File: src/rtl/rf_host_ctrl.sv
// rf_host_ctrl: decodes a nibble-wide command stream into register-file
// read/write strobes and returns captured read data over a response handshake.
module rf_host_ctrl #(
  parameter int NUMRF = 2,
  parameter int SIZE  = 8,
  parameter int NIB   = 4
) (
  input  logic             clk,
  input  logic             rst_n,
  input  logic             cmd_valid,
  output logic             cmd_ready,
  input  logic [NIB-1:0]   cmd_data,
  output logic             rsp_valid,
  input  logic             rsp_ready,
  output logic [SIZE-1:0]  rsp_data,
  output logic             err,
  output logic             busy,
  output logic             rf_wr,
  output logic             rf_rd,
  output logic [NUMRF-1:0] rf_reg_in,
  output logic [NUMRF-1:0] rf_reg_out,
  output logic [SIZE-1:0]  rf_data_in,
  input  logic [SIZE-1:0]  rf_data_out
);
  typedef enum logic [2:0] {IDLE, GET_LO, GET_HI, WRITE, READ, RESP} state_t;
  localparam logic [1:0] OP_WR = 2'b01, OP_RD = 2'b10, OP_RSV = 2'b11;
  state_t state_q, state_d;
  logic [NUMRF-1:0] reg_in_q, reg_in_d, reg_out_q, reg_out_d;
  logic [SIZE-1:0] data_in_q, data_in_d, rsp_data_q, rsp_data_d;
  logic err_q, err_d, ready_q, ready_d, rsp_valid_q, rsp_valid_d;
  logic busy_q, busy_d, wr_q, wr_d, rd_q, rd_d;
  logic fire;
  logic [1:0] op;
  assign fire = cmd_valid & ready_q;
  assign op = cmd_data[NIB-1:NIB-2];
  always_comb begin
    state_d = state_q;
    reg_in_d = reg_in_q;
    reg_out_d = reg_out_q;
    data_in_d = data_in_q;
    rsp_data_d = rsp_data_q;
    err_d = 1'b0;
    case (state_q)
      IDLE:
        if (fire) begin
          if (op == OP_WR) begin
            reg_in_d = cmd_data[NUMRF-1:0];
            state_d = GET_LO;
          end else if (op == OP_RD) begin
            reg_out_d = cmd_data[NUMRF-1:0];
            state_d = READ;
          end else if (op == OP_RSV) begin
            err_d = 1'b1;
          end
        end
      GET_LO:
        if (fire) begin
          data_in_d[NIB-1:0] = cmd_data;
          state_d = GET_HI;
        end
      GET_HI:
        if (fire) begin
          data_in_d[SIZE-1:NIB] = cmd_data;
          state_d = WRITE;
        end
      WRITE: state_d = IDLE;
      READ: begin
        rsp_data_d = rf_data_out;
        state_d = RESP;
      end
      RESP: state_d = rsp_ready ? IDLE : RESP;
      default: state_d = IDLE;
    endcase
    // Strobes/flags are registered as a function of the state being entered.
    ready_d = (state_d == IDLE) || (state_d == GET_LO) || (state_d == GET_HI);
    busy_d = state_d != IDLE;
    wr_d = state_d == WRITE;
    rd_d = state_d == READ;
    rsp_valid_d = state_d == RESP;
  end
  always_ff @(posedge clk or negedge rst_n) begin
    if (!rst_n) begin
      state_q <= IDLE;
      reg_in_q <= '0;
      reg_out_q <= '0;
      data_in_q <= '0;
      rsp_data_q <= '0;
      err_q <= 1'b0;
      ready_q <= 1'b1;
      busy_q <= 1'b0;
      wr_q <= 1'b0;
      rd_q <= 1'b0;
      rsp_valid_q <= 1'b0;
    end else begin
      state_q <= state_d;
      reg_in_q <= reg_in_d;
      reg_out_q <= reg_out_d;
      data_in_q <= data_in_d;
      rsp_data_q <= rsp_data_d;
      err_q <= err_d;
      ready_q <= ready_d;
      busy_q <= busy_d;
      wr_q <= wr_d;
      rd_q <= rd_d;
      rsp_valid_q <= rsp_valid_d;
    end
  end
  assign cmd_ready = ready_q;
  assign rsp_valid = rsp_valid_q;
  assign rsp_data = rsp_data_q;
  assign err = err_q;
  assign busy = busy_q;
  assign rf_wr = wr_q;
  assign rf_rd = rd_q;
  assign rf_reg_in = reg_in_q;
  assign rf_reg_out = reg_out_q;
  assign rf_data_in = data_in_q;
endmodule

File: config.mk
export PLATFORM = sky130hd
export DESIGN_NAME = rf_host_ctrl
export DESIGN_NICKNAME = d
export VERILOG_FILES = /design/src/rtl/rf_host_ctrl.sv
export SDC_FILE = /design/constraint.sdc
export NUM_CORES = 1
export LEC_CHECK = 0
export ABC_CLOCK_PERIOD_IN_PS = 1420
export CORE_MARGIN = 2
export CORE_UTILIZATION = 39
export DETAILED_ROUTE_END_ITERATION = 8
export PLACE_DENSITY = 0.83
export RECOVER_POWER = 100
export SYNTH_ARGS = -nofsm -noshare
export SYNTH_HDL_FRONTEND = slang
export SYNTH_SLANG_ARGS = --single-unit
File: constraint.sdc
create_clock -name clk -period 1.42 [get_ports clk]
set_clock_uncertainty 0.2 [all_clocks]
set_input_delay 0.355 -clock clk [delete_from_list [all_inputs] [get_ports clk]]
set_output_delay 0.355 -clock clk [all_outputs]
set_load 0.02 [all_outputs]
==> impl_results.md, run 1 <==
- Type of element launching the critical path: flop
- Number of nets in the layout: 165
- Sequence of cells on the critical path: and3b_2 -> and2_4 -> mux2_4
- Die footprint: 3380 µm²
- Global-route wire length before repair: 4.49 mm
- Dpl ws: -499 ps
- Remaining antenna violation count: 0
- Area share of the largest cell type after synthesis: 0.613
- Clock sink count: 29
- Number of hold violations in the final report: 0
- Hold path startpoint: cmd_data[3]
- Final critical-path required period: 1610 ps
- Relative slew slack: 0.524
- Register area share after synthesis: 0.636
- Worst Hold Endpoint: err
- Adder and majority cell fraction of the synthesized area: 0
- Synth Area in Compound Gates: 0.0219
- Number of I/O pins: 42
- GRT Util Overall: 0.183
- Post-synth net total: 93
- Type of the worst setup path: reg -> reg
- Largest family of logic cells by synthesized area: multiplexers
- CTS HTree Levels: 2
- Number of synthesized register bits: 29
- Number of setup violations in the final report: 35
- Via count of the first global-routing pass: 948
- Worst r2r path cells: 3
- Number of distinct library cells after synthesis: 25
- Most frequent cell after synthesis: dfrtp_1
- Count of buffering cells on the critical path with inverters included: 0
- Number of placed instances, taps included: 160
- Finished Layout Cells: 181
- Data required time of the worst path: 1440 ps
- Cell area after placement: 1700 µm²
- Share of flip-flops with an asynchronous set or reset after synthesis: 1.00
- Antenna Cells: 0
- Top cells by area in the synthesized netlist: dfrtp_1 (61%), mux2_2 (16%), mux2_1 (3.9%)
- Mean Syn Cell Area: 14.9 µm²
- WL final: 2.83 mm
- Actual slew at the worst max-slew pin: 714 ps
- Share of layout cells above drive strength 1: 0.580
- XOR/XNOR Fraction of Synth Area: 0.00766
- Overall die width: 58.2 µm
- Maximum number of pins on one net before global-route repair: 30
- MaxCap Viol Count: 0
- Crit share post-route: 1.14
- Clock tree from TritonCTS: done
- Delay of the slowest critical-path stage: 550 ps
- Fmax: 620 MHz
- Post-Syn Area: 1140 µm²
- Synthesis-to-layout area growth: 75.1%
- Run status: finished with violations
- Routed len/inst: 15.6 µm
- Most frequent cells after synthesis: dfrtp_1 (28), mux2_2 (16), mux2_1 (4)
- Vertical die dimension: 58.2 µm
- Number of hold-repair buffers added at the cts stage: 0
- Path type of the worst min-delay path: in -> reg
- Synth Area in Simple Gates: 0.115
- Worst-path clk slew: 90 ps
- Power density of the placed cells: 2400 nW/µm²
- Count of warnings emitted by yosys: 0
- Grt total ovfl: 0
- Data arrival time at the worst-slack endpoint: 1630 ps
- RSZ-0062 raised after global routing: true
- Worst-path maximum fanout: 5
- Count of filler cells inserted in the layout: 185
- Top FF cell, synth: dfrtp_1
- Ratio of routed vias to standard cells: 4.94
- Number of buffers created by CTS: 5
- Number of enable flip-flop cells after synthesis: 0
- Capture point of the worst reg-to-reg path: rf_data_in[0]
- Layout Cell Area excl Fill: 2000 µm²
- Effective utilization at floorplan: 0.411
- Detail Placement HPWL: 1.81 mm
- Placer's final routability congestion estimate: 0.792
- Kind of cell adding the most delay to the critical path: flip-flops
- Worst VDD drop: 1.70 mV
- Yosys top cell by area: dfrtp_1
- Setup slack of the critical path after layout: -194 ps
- Cell with the biggest individual delay on the critical path: dfstp_2
- Library cell used as clock root buffer: clkbuf_4
- Clock latency at the later pin of the worst-skew pair: 330 ps
- Beginning of the worst register-to-register path: cmd_ready
- Via count: 894
- Detailed router's first-iteration violation count: 14
- Static power due to leakage: 0.990 nW
- Multiplexer area fraction after synthesis: 0.206
- Violations in the final reports: setup timing
- Number of cells produced by synthesis: 77
- Hold slack: 338 ps
- Capturing element type of the critical path: flop
- Core area: 2780 µm²
- Final Max Slew Viols: 0
- Total negative slack for setup checks: -2440 ps
- Rows: 19
- DRC errors left: 0
- Number of search-and-repair iterations in the first detailed-routing pass: 5
- Initial antenna violation count: 0
- WHS Path Cells: 2
- Register-to-register path setup slack: -190 ps
- Clock tree buffer depth: 2
- PortBufs: 41
-- layout by cell type, fill, tap and decap left out, types with 2 or more instances in the layout --
master            n
buf_4            18
buf_6            30
clkbuf_4          5
clkdlybuf4s50_1  12
dfrtp_1          27
dlygate4sd2_1     2
inv_1             3
mux2_2            4
mux2_4           16
nand2_1           3
nand2b_1          2
nor2_4            2
-- worst reg2reg max path, cell delays in order (launching register included) --
cell and delay [ps]:
dfstp_2 550, and3b_2 240, and2_4 200, mux2_4 310
-- cells by family after synthesis --
logic type | Yosys count
mux | 21
buf+inv | 4
xor+xnor | 1
compound gates | 3
simple gates | 19
flops | 29
-- worst max path at each step --
stage,from,end,slack [ps],depth (start not counted)
final,cmd_ready,rf_data_in[0],-190,3
after global routing,cmd_ready,rf_reg_in[0],-210,3
after CTS,cmd_ready,cmd_ready,-190,1
after detailed placement,cmd_valid,rf_data_in[0],-500,4
after global placement,cmd_valid,rf_data_in[3],-470,4
after floorplan,cmd_ready,rf_data_in[0],-210,3
-- where the power goes --
group,internal (mW),switching (mW),leakage [nW]
Combinational,1.54,1.04,0.592
Sequential,1.21,0.301,0.352
Clock,0.420,0.281,0.0455
Total,3.18,1.63,0.990
-- per-layer routing --
metal / track usage / part of all wire
met5: 0 / 0
met4: 0.0698 / 0.012
met3: 0.0781 / 0.066
met2: 0.291 / 0.49
met1: 0.222 / 0.43
-- flip-flops by register name, summed over array words and instances, names as in the netlist --
| name | cells |
|---|---|
| rsp_data | 8 |
| rf_wr | 1 |
| rf_reg_out | 2 |
| rf_reg_in | 2 |
| busy | 1 |
| err | 1 |
| rf_rd | 1 |
| cmd_ready | 1 |
| rf_data_in | 8 |
| state_q | 3 |
| rsp_valid | 1 |
-- timing repair --
action	in CTS	in global routing
pin swaps	2	2
cloned	0	0
resized for setup	165	17
endpoints found under the setup margin	50	51
setup buffers	7	7
-- cell type report --
type,count,area (µm²),area share
sequential,29,728,0.364
clock inverter,1,30.0,0.0150
inverter,3,11.3,0.00563
tap,31,38.8,0.0194
clock buffer,7,55.1,0.0275
multi-input combinational,44,488,0.244
timing repair buffer,66,651,0.325
-- per-stage QoR --
| step | power (mW) | util |
|---|---|---|
| after floorplan | 2.43 | - |
| after global placement | 3.37 | 0.610 |
| after detailed placement | 3.44 | 0.610 |
| after CTS | 4.58 | 0.686 |
| after global routing | 5.05 | 0.720 |
| final | 4.80 | 0.720 |
Note: power is estimated with default switching activity, not from simulation.
==> run 2, diff against run 1 <==
--- a/config.mk
+++ b/config.mk
@@ -6,11 +6,13 @@
 export NUM_CORES = 1
 export LEC_CHECK = 0
 export ABC_CLOCK_PERIOD_IN_PS = 1420
+export CORE_ASPECT_RATIO = 1.25
 export CORE_MARGIN = 2
 export CORE_UTILIZATION = 39
 export DETAILED_ROUTE_END_ITERATION = 8
 export PLACE_DENSITY = 0.83
 export RECOVER_POWER = 100
+export SLEW_MARGIN = 20
 export SYNTH_ARGS = -nofsm -noshare
 export SYNTH_HDL_FRONTEND = slang
 export SYNTH_SLANG_ARGS = --single-unit
==> impl_results.md, run 2 (synthesis results as in run 1) <==
- Detail Placement HPWL: 1.85 mm (+2.1%)
- Cell area after placement: 1690 µm² (-0.22%)
- Clock tree from TritonCTS: done
- Power density of the placed cells: 2330 nW/µm² (-2.9%)
- Ratio of routed vias to standard cells: 4.89 (-0.92%)
- Vertical die dimension: 64.5 µm (+11%)
- PortBufs: 41 (unchanged)
- Number of setup violations in the final report: 32 (-8.6%)
- Via count: 920 (+2.9%)
- Number of hold violations in the final report: 0 (unchanged)
- Clock sink count: 29 (unchanged)
- Clock tree buffer depth: 2 (unchanged)
- RSZ-0062 raised after global routing: true
- Placer's final routability congestion estimate: 0.844 (+6.6%)
- Routed len/inst: 15.8 µm (+0.94%)
- Final Max Slew Viols: 0 (unchanged)
- DRC errors left: 0 (unchanged)
- Worst VDD drop: 1.54 mV (-9.4%)
- Violations in the final reports: setup timing
- CTS HTree Levels: 2 (unchanged)
- Dpl ws: -513 ps (-14.0 ps)
- Rows: 21 (+2)
- Register-to-register path setup slack: -220 ps (-30 ps)
- Die footprint: 3380 µm² (about the same)
- Post-Route Utilization: 0.728 (+0.00782)
- Total power of the final layout: 4.63 mW (-3.6%)
- Type of the worst setup path: reg -> reg
- WL final: 2.97 mm (+4.8%)
- Core area: 2730 µm² (-1.8%)
- Clock latency at the later pin of the worst-skew pair: 330 ps (about the same)
- Detailed router's first-iteration violation count: 10 (-4)
- Relative slew slack: 0.534 (+0.0101)
- Number of placed instances, taps included: 162 (+1.3%)
- Number of nets in the layout: 169 (+2.4%)
- Worst-path maximum fanout: 5 (unchanged)
- Number of I/O pins: 42 (unchanged)
- MaxCap Viol Count: 0 (unchanged)
- Data arrival time at the worst-slack endpoint: 1650 ps (+20 ps)
- GRT Util Overall: 0.190 (+0.00660)
- Share of layout cells above drive strength 1: 0.591 (+0.0109)
- Maximum number of pins on one net before global-route repair: 30 (unchanged)
- Grt total ovfl: 0 (unchanged)
- Capturing element type of the critical path: flop
- Initial antenna violation count: 0 (unchanged)
- Fmax: 610 MHz (-1.6%)
- Synthesis-to-layout area growth: 73.9%
- Run status: finished with violations
- Library cell used as clock root buffer: clkbuf_4
- Final critical-path required period: 1640 ps (+26.7 ps)
- Actual slew at the worst max-slew pin: 699 ps (-15.2 ps)
- Via count of the first global-routing pass: 951 (+0.32%)
- Layout Cell Area excl Fill: 1990 µm² (-0.69%)
- Worst-path clk slew: 90 ps (about the same)
- Number of search-and-repair iterations in the first detailed-routing pass: 4 (-1)
- Static power due to leakage: 0.975 nW (-1.5%)
- Data required time of the worst path: 1430 ps (about the same)
- Effective utilization at floorplan: 0.418 (+0.00734)
- Setup slack of the critical path after layout: -221 ps (-26.7 ps)
- Crit share post-route: 1.16 (+0.0188)
- Global-route wire length before repair: 4.61 mm (+2.6%)
- Type of element launching the critical path: flop
- Path type of the worst min-delay path: reg -> reg
- Number of hold-repair buffers added at the cts stage: 0 (unchanged)
- Overall die width: 52.4 µm (-9.8%)
- Number of buffers created by CTS: 5 (unchanged)
- Remaining antenna violation count: 0 (unchanged)
- Finished Layout Cells: 188 (+3.9%)
- Commonest cells after routing, fill and taps aside: dfrtp_1 (26), buf_6 (26), buf_4 (24)
- Antenna Cells: 0 (unchanged)
run 2: cell count changes in the layout (fill, tap and decap cells not counted), sizes merged:
cell,before,now
buf,50,53
bufinv,1,0
clkbuf,8,10
run 2: area by class of cell:
class                      instances  area [µm²]
fill                             194         744
inverter                           3        11.3
tap                               34        42.5
sequential                        29         729
timing repair buffer              70         659
clock buffer                       8        48.8
multi-input combinational         44         497
run 2: worst max-delay path, cell delays in order, from the launching register on:
cell and delay [ps]:
dfstp_2 570, and3b_2 220, buf_4 120, nand4b_4 120
mux2_2 300
run 2: power breakdown:
group | internal [mW] | switching, mW
clock | 0.197 | 0.264
combinational | 1.58 | 1.06
sequential | 1.21 | 0.308
total | 3.00 | 1.63
run 2: through the flow:
step / setup TNS (ps) / hold WS (ps)
2_1_floorplan: -2090 / -141
3_3_place_gp: -10220 / 283
3_5_place_dp: -11290 / 284
4_1_cts: -3190 / 193
5_1_grt: -5060 / 361
6_report: -2840 / 335
run 2: what timing repair did:
action / in CTS / in global routing
pin swaps: 2 / 2
gates resized for setup: 165 / 15
setup endpoints to repair: 51 / 52
setup buffers: 6 / 12
run 2: final timing paths:
kind,from,to,depth (start not counted)
min in group asynchronous,rst_n,busy,2
hold / removal,rf_reg_out[1],rf_reg_out[1],1
setup / recovery,cmd_ready,rf_reg_out[0],4
max in group asynchronous,rst_n,state_q[2],2
setup reg to reg,cmd_ready,rf_reg_out[0],4
hold reg to reg,rf_reg_out[1],rf_reg_out[1],1
run 2: per-layer routing:
| metal | vias to the layer above | global-route usage | share of wire |
|---|---|---|---|
| li1 | 425 | - | - |
| met3 | 6 | 0.0668 | 0.067 |
| met2 | 45 | 0.317 | 0.55 |
| met4 | 0 | 0.0769 | 0.017 |
| met1 | 444 | 0.216 | 0.36 |
| met5 | - | 0 | 0 |
